===== src/rtl/gpio_handshake_xactor.sv =====
// GPIO code/response handshake transactor: waits for each expected code, drives a delayed response, then checks its echo.
// Optional build macro GPIO_HS_DEBOUNCE_EN: a code must be seen on two consecutive edges before it is accepted.
module gpio_handshake_xactor #(
   parameter int                          HALF_W     = 8,
   parameter int                          NUM_STEPS  = 4,
   parameter int                          CNT_W      = 16,
   parameter logic [NUM_STEPS*HALF_W-1:0] EXPECT_SEQ = '0,
   parameter logic [NUM_STEPS*HALF_W-1:0] RESP_SEQ   = '0,
   parameter logic [NUM_STEPS*CNT_W-1:0]  DELAY_SEQ  = '0,
   parameter int                          TIMEOUT    = 25000,
   localparam int                         SW         = $clog2(NUM_STEPS) + 1
) (
   input  logic              clock,
   input  logic              reset,
   input  logic              start,
   input  logic [HALF_W-1:0] mon_in,
   input  logic [HALF_W-1:0] echo_in,
   output logic [HALF_W-1:0] resp_out,
   output logic              resp_oe,
   output logic [SW-1:0]     step_idx,
   output logic              busy,
   output logic              pass,
   output logic              fail,
   output logic [SW-1:0]     fail_step
);

   typedef enum logic [2:0] {IDLE, WAIT_CODE, DELAY, ECHO, PASS, FAIL} state_t;

   localparam int NE = 1 << SW;

   state_t             state, state_n;
   logic [CNT_W-1:0]   wdog, wdog_n, wdog_inc;
   logic [CNT_W-1:0]   dcnt, dcnt_n;
   logic [HALF_W-1:0]  resp_n;
   logic               oe_n, busy_n, pass_n, fail_n;
   logic [SW-1:0]      step_n, fstep_n;

   // Tables padded to a power of two so step_idx indexes them at full width
   logic [HALF_W-1:0]  exp_tab   [NE];
   logic [HALF_W-1:0]  resp_tab  [NE];
   logic [CNT_W-1:0]   delay_tab [NE];

   for (genvar i = 0; i < NE; i++) begin : g_tab
      if (i < NUM_STEPS) begin : g_v
         assign exp_tab[i]   = EXPECT_SEQ[i*HALF_W +: HALF_W];
         assign resp_tab[i]  = RESP_SEQ[i*HALF_W +: HALF_W];
         assign delay_tab[i] = DELAY_SEQ[i*CNT_W +: CNT_W];
      end else begin : g_z
         assign exp_tab[i]   = '0;
         assign resp_tab[i]  = '0;
         assign delay_tab[i] = '0;
      end
   end

   logic [HALF_W-1:0] cur_resp;
   logic [CNT_W-1:0]  cur_delay;
   logic              cur_match, code_hit, echo_hit, timed_out, last_step;

   assign cur_resp  = resp_tab[step_idx];
   assign cur_delay = delay_tab[step_idx];
   assign cur_match = (mon_in == exp_tab[step_idx]);
   assign echo_hit  = (echo_in == cur_resp);
   assign last_step = (step_idx == SW'(NUM_STEPS - 1));
   // The edge on which the counter would reach TIMEOUT
   assign timed_out = (32'(wdog) >= TIMEOUT - 1);
   assign wdog_inc  = (wdog == '1) ? wdog : wdog + 1'b1;

`ifdef GPIO_HS_DEBOUNCE_EN
   logic prev_match;
   assign code_hit = cur_match & prev_match;

   always_ff @(posedge clock) begin
      if (reset)
         prev_match <= 1'b0;
      else
         prev_match <= (state == WAIT_CODE) && !code_hit && cur_match;
   end
`else
   assign code_hit = cur_match;
`endif

   always_ff @(posedge clock) begin
      if (reset) begin
         state     <= IDLE;
         wdog      <= '0;
         dcnt      <= '0;
         resp_out  <= '0;
         resp_oe   <= 1'b0;
         step_idx  <= '0;
         busy      <= 1'b0;
         pass      <= 1'b0;
         fail      <= 1'b0;
         fail_step <= '0;
      end else begin
         state     <= state_n;
         wdog      <= wdog_n;
         dcnt      <= dcnt_n;
         resp_out  <= resp_n;
         resp_oe   <= oe_n;
         step_idx  <= step_n;
         busy      <= busy_n;
         pass      <= pass_n;
         fail      <= fail_n;
         fail_step <= fstep_n;
      end
   end

   always_comb begin
      state_n = state;
      wdog_n  = wdog;
      dcnt_n  = dcnt;
      resp_n  = resp_out;
      oe_n    = resp_oe;
      step_n  = step_idx;
      busy_n  = busy;
      pass_n  = pass;
      fail_n  = fail;
      fstep_n = fail_step;
      case (state)
         IDLE, PASS, FAIL: begin
            if (start) begin
               state_n = WAIT_CODE;
               step_n  = '0;
               wdog_n  = '0;
               busy_n  = 1'b1;
               pass_n  = 1'b0;
               fail_n  = 1'b0;
               oe_n    = 1'b0;
            end
         end
         WAIT_CODE: begin
            wdog_n = wdog_inc;
            if (code_hit) begin
               if (cur_delay == '0) begin
                  resp_n  = cur_resp;
                  oe_n    = 1'b1;
                  state_n = ECHO;
               end else begin
                  dcnt_n  = '0;
                  state_n = DELAY;
               end
            end else if (timed_out) begin
               state_n = FAIL;
               fail_n  = 1'b1;
               busy_n  = 1'b0;
               fstep_n = step_idx;
            end
         end
         DELAY: begin
            // dcnt holds edges already spent in DELAY minus one
            if (dcnt == cur_delay - 1'b1) begin
               resp_n  = cur_resp;
               oe_n    = 1'b1;
               state_n = ECHO;
            end else begin
               dcnt_n = (dcnt == '1) ? dcnt : dcnt + 1'b1;
            end
         end
         ECHO: begin
            if (echo_hit) begin
               if (last_step) begin
                  state_n = PASS;
                  pass_n  = 1'b1;
                  busy_n  = 1'b0;
               end else begin
                  step_n  = step_idx + 1'b1;
                  wdog_n  = '0;
                  state_n = WAIT_CODE;
               end
            end else if (timed_out) begin
               state_n = FAIL;
               fail_n  = 1'b1;
               busy_n  = 1'b0;
               fstep_n = step_idx;
            end else begin
               wdog_n = wdog_inc;
            end
         end
         default: state_n = IDLE;
      endcase
   end

endmodule

===== config.mk =====
export PLATFORM = sky130hd
export DESIGN_NAME = gpio_handshake_xactor
export DESIGN_NICKNAME = d
export VERILOG_FILES = /design/src/rtl/gpio_handshake_xactor.sv
export SDC_FILE = /design/constraint.sdc
export NUM_CORES = 1
export LEC_CHECK = 0
export BUFFER_PORTS_ARGS = -buffer_cell sky130_fd_sc_hd__buf_2
export CAP_MARGIN = 20
export CORE_MARGIN = 1
export CORE_UTILIZATION = 61
export DETAILED_ROUTE_END_ITERATION = 12
export HOLD_SLACK_MARGIN = 0.1
export PLACE_DENSITY = 0.84
export SLEW_MARGIN = 10
export SYNTH_ARGS = -nofsm -noshare
export SYNTH_HDL_FRONTEND = slang
export SYNTH_SLANG_ARGS = --single-unit
export TNS_END_PERCENT = 10

===== constraint.sdc =====
create_clock -name clock -period 4.9 [get_ports clock]
set_clock_uncertainty 0.15 [all_clocks]
set_input_delay 0.245 -clock clock [delete_from_list [all_inputs] [get_ports clock]]
set_output_delay 0.245 -clock clock [all_outputs]
set_load 0.02 [all_outputs]

==> results of run 1 <==
[kinds of logic after synthesis]
| group | synth area share (%) |
|---|---|
| adders and majority gates | 1.93 |
| DFF | 34.8 |
| buffers and inverters | 6.76 |
| muxes | 2.37 |
| AOI/OAI and AO/OA | 18.8 |
| xor gates and xnor gates | 3.72 |
| and+or+nand+nor | 31.4 |
| other | 0.145 |
[worst max-delay path, delay by kind of cell (launching register included)]
| kind | cells | cell delay [ns] |
|---|---|---|
| and+or+nand+nor | 2 | 0.84 |
| DFF | 1 | 0.34 |
| AOI/OAI and AO/OA | 3 | 0.66 |
| adders and majority gates | 1 | 0.27 |
[layer usage]
| layer | vias to the layer above | routed length, microns |
|---|---|---|
| li1 | 1180 | - |
| met1 | 1068 | 2410 |
| met2 | 52 | 2530 |
| met3 | 15 | 240 |
| met4 | 0 | 118 |
| met5 | - | 0 |
[power breakdown]
group | switching, mW | total, mW | internal, mW
Combinational | 0.0382 | 0.0588 | 0.0206
Clock | 0.115 | 0.217 | 0.101
Sequential | 0.00555 | 0.375 | 0.369
[placed cells by master, fill, tap and decap left out, types with 5 or more instances in the layout]
master / instances
mux2i_1: 5
or3_1: 6
or4_1: 7
a21oi_1: 30
nand3_1: 18
and4_1: 5
inv_1: 8
o21ai_0: 10
clkbuf_8: 5
o31ai_1: 8
dfxtp_1: 45
nand4_1: 7
a211oi_1: 7
conb_1: 8
xnor2_1: 11
nand2_1: 20
nor2_1: 27
nor3_1: 12
buf_2: 28
[layout make-up]
cell class	instances	area share [%]
multi-input combinational	243	55.9
sequential	45	32.6
timing repair buffer	29	5.34
clock buffer	8	2.89
tap	50	2.26
inverter	8	1.09
[per-stage QoR]
step                      hold WS, ns  setup WS (ns)  util, %  area [sq um]  power [mW]
after floorplan                 0.303           2.76        -          2620       0.429
after global placement          0.286           2.47     66.6          2680       0.441
after detailed placement        0.291           2.33     66.6          2680       0.442
after CTS                       0.168           2.32     68.5          2760       0.656
after global routing            0.215           2.43     68.7          2770       0.682
final                           0.178           2.57     68.7          2770       0.650
[sequential cells by signal, summed over array words and instances, names as in the netlist]
register / cells
fail_step: 3
step_idx: 3
state: 3
fail: 1
busy: 1
wdog: 16
dcnt: 16
pass: 1
resp_oe: 1
[path summary, 6_finish.rpt]
kind | end | startpoint
max | wdog[10] | wdog[0]
min | pass | start
max reg2reg | wdog[10] | wdog[0]
min reg2reg | fail | fail
==> flow_summary.ini, run 1 <==
[outcome]
status = finished clean

[critical_path]
cpPeakStageDelay_ns = 0.52
r2r_setup_slack_ns = 2.57
crit_fanout = 26
crit_chain = ha_1, a211oi_1, o211ai_1, and3_4, or4_1, a21oi_1
ff2ff_path_depth = 6
cp.arrival_ns = 2.41
worstSetupPathType = reg2reg
start_kind = flop
setup.worst_path.end_class = flop
crit_required_ns = 4.98
crit_slowest_cell = or4_1

[finish]
final_cells = 383
antenna_cells = 0
regArea_sq_um = 901
multi_input_area_sq_mm = 0.00155
fillers = 347
synthToLayoutAreaGrowth_pct = 6.81
nets = 355
drive_above_1_share_pct = 15.6

[grt]
antenna_found_initial = 0
top_usage_layer = met2
grt_use_met2_pct = 43.4
grt_pass1_vias = 2092
use_met1_pct = 32.5
grt_util_met3_pct = 6.08
overflow = 0
grt_pass1_wl_microns = 9070
grt_max_degree = 33
grt_use_total_pct = 26.1

[power]
power_density_mw_per_mm2 = 235
peakVddDrop_uv = 215
cellLeakagePower_nw = 0.946

[route]
routed_wl_microns = 5300
drt-initial-drc-count = 173
via_count = 2315
post_drt_wl_per_cell_microns = 13.8
viasPerCell = 6.04
ant_nets = 0
drc = 0
firstDrtPassIters = 4

[clocking]
cts_buffers = 5
cts_setup_buffers = 0
path_clk_slew_ns = 0.08
clkSinkCount = 45
post_cts_resized = 0
max-clock-path-buffers = 2
clkLatencyLatePin_ns = 0.30
cts_tree = yes
cts_htree_levels = 2
ctsHoldBuffers = 0
cts_root_buffer = clkbuf_8

[synth]
synth.top_cell.area_share_pct = 34.8
synth-seq-cells = 45
synth_area_leaders = dfxtp_1, a21oi_1, nor2_1, xnor2_1, nand3_1
netlist_area_sq_mm = 0.00259
synth_top_cells_by_count = dfxtp_1, a21oi_1, nor2_1
ys_seq_area_share_pct = 34.8
synth_edf_count = 0
synth_warnings = 0
yosysMostFrequentCell = dfxtp_1
synthDistinctLibCells = 56
syn-instance-count = 313
async_reset_ff_share_pct = 0
avgSynthCellArea_sq_um = 8.27
yosysTopAreaCell = dfxtp_1
synth_flop_cell = dfxtp_1

[hold_path]
whs_path_depth = 4
worstHoldPathType = in2reg

[floorplan]
core_area_sq_mm = 0.00403
die-area_sq_mm = 0.00451
fp-row-count = 23
ioPinCount = 37
die_w_microns = 67.2
start_util_pct = 64.3
die_h_microns = 67.2

[place]
portBuffers = 28
dp_hpwl_microns = 3840
dp_cells = 375
gp_congestion = 0.831

[timing]
max_slew_margin_pct = 51.7
fin_crit_ns = 2.33
maxSlewViolCount = 0
worstMarginPinSlew_ns = 0.719
setup_violations = 0
rsz0062_at_grt = false
fin_setup_tns_ns = 0
final.period_utilization_pct = 47.6
hold_viol_final = 0
fmax_ghz = 0.429

[flow_run]
maxCapViolations = 0
Power figures use the tool's default switching activity.
==> run 2: changes to the inputs <==
Settings changed: CORE_UTILIZATION 61 to 57, PLACE_DENSITY 0.84 to 0.79.
Clock period 4.9 ns to 2.4 ns, I/O delays scaled along.
==> run 2 against run 1 <==
Effect of this change: utilization decreased by 3.2 points; die area grew 6.8%; clock power is 120% higher; combinational power grew 130%; critical path depth stayed put; cell area rose by 3.0%; fmax rose by 4.2%; clock-buffer cell count is 1 lower; routed wire length fell by 1.1%; sequential power increased by 100%; register-to-register slack got worse by 2.4 ns; largest power group unchanged.
==> flow_summary.ini, run 2 (synthesis gave the netlist of run 1 again) <==
[clocking]
max-clock-path-buffers = 2
path_clk_slew_ns = 0.08
cts_tree = yes
clkLatencyLatePin_ns = 0.30
cts_htree_levels = 2
clkSinkCount = 45
cts_buffers = 5
cts_root_buffer = clkbuf_8

[power]
internal-power_mw = 1.03
p_seq_share_pct = 55.5
peakVddDrop_uv = 308
p_comb_share_pct = 9.8
switching_share_pct = 24.8
power_density_mw_per_mm2 = 482
p_switching_mw = 0.341
clockPowerShare_pct = 34.8
cellLeakagePower_nw = 0.993

[timing]
fin_setup_tns_ns = 0
hold_viol_final = 0
fmax_ghz = 0.447
worstMarginPinSlew_ns = 0.781
rsz0062_at_grt = false
final.period_utilization_pct = 93.3
setup_violations = 0
timing.hold.ws_ns = 0.170
maxSlewViolCount = 0
max_slew_margin_pct = 47.5
fin_crit_ns = 2.24

[finish]
antenna_cells = 0
final_area_sq_mm = 0.00285
drive_above_1_share_pct = 17.9
nets = 364
synthToLayoutAreaGrowth_pct = 10.0
final_cells = 393
reg_top3 = dcnt x16, wdog x16
final_common_cell = dfxtp_1
layout_common_cells = dfxtp_1, a21oi_1, buf_2
fillers = 368

[floorplan]
die_w_microns = 69.4
fp-row-count = 24
start_util_pct = 59.5
die-area_sq_mm = 0.00482
ioPinCount = 37
die_h_microns = 69.4
core_area_sq_mm = 0.00435

[route]
firstDrtPassIters = 4
viasPerCell = 6.00
drc = 0
drt-initial-drc-count = 146
routed_wl_microns = 5240
post_drt_wl_per_cell_microns = 13.3
via_count = 2359
ant_nets = 0

[critical_path]
worstSetupPathType = reg2reg
r2r_setup_slack_ns = 0.16
setup.worst_path.end_class = flop
start_kind = flop
crit_required_ns = 2.48
cp.arrival_ns = 2.31
crit_fanout = 26

[outcome]
status = finished clean

[place]
dp_cells = 384
gp_congestion = 0.828
portBuffers = 28
dp_hpwl_microns = 3840
dpl_cell_area_sq_mm = 0.00274

[grt]
grt_pass1_vias = 2179
grt_use_total_pct = 23.6
grt_max_degree = 27
grt_pass1_wl_microns = 9400
antenna_found_initial = 0
overflow = 0

[hold_path]
worstHoldPathType = in2reg

[flow_run]
maxCapViolations = 0
==> run 2: worst paths after layout <==
check                 start  endpoint  cells past startpoint
setup / recovery    wdog[0]   wdog[8]                      6
setup reg to reg    wdog[0]   wdog[8]                      6
hold reg to reg        fail      fail                      2
hold / removal    mon_in[6]  state[1]                      5
==> run 2: timing repair <==
item                                    4_1_cts  5_1_grt
endpoints found under the setup margin        0        3
endpoints found under the hold margin        12        0
hold buffers                                  2        0
setup buffers                                 0        0
resized for setup                             0        2
==> run 2: area by class of cell <==
type / count / area, sq um / share of cell area (%)
sequential: 45 / 901 / 31.6
multi-input combinational: 243 / 1550 / 54.3
clock buffer: 7 / 86.3 / 3.03
timing repair buffer: 38 / 220 / 7.73
tap: 52 / 65.1 / 2.28
inverter: 8 / 30.0 / 1.05
==> run 2: per-layer routing <==
| metal | global-route usage [%] | share of wire [%] |
|---|---|---|
| met1 | 29.9 | 47 |
| met2 | 39.7 | 49 |
| met3 | 4.07 | 3.4 |
| met5 | 0 | 0 |
| met4 | 9.75 | 1.3 |
==> run 2: critical path: stages, from the launching register on <==
cell	delay, ns
dfxtp_1	0.35
ha_2	0.22
a211oi_1	0.24
o211ai_1	0.22
and3_4	0.31
or4_1	0.51
a21oi_1	0.15
==> run 2: power by group through the flow <==
stage	registers (mW)	logic, mW	clock network (mW)
CTS	0.762	0.134	0.488
global placement	0.779	0.129	0
finish	0.762	0.134	0.478
detailed placement	0.780	0.131	0
floorplan	0.780	0.0961	0
global route	0.763	0.150	0.511
==> run 2: per-stage QoR <==
step / worst slack, ns / util, % / power [mW]
final: 0.162 / 65.5 / 1.37
after global placement: 0.224 / 62.8 / 0.908
after detailed placement: 0.172 / 62.8 / 0.910
after CTS: 0.141 / 65.3 / 1.38
after floorplan: 0.263 / - / 0.877
after global routing: 0.0321 / 65.5 / 1.42
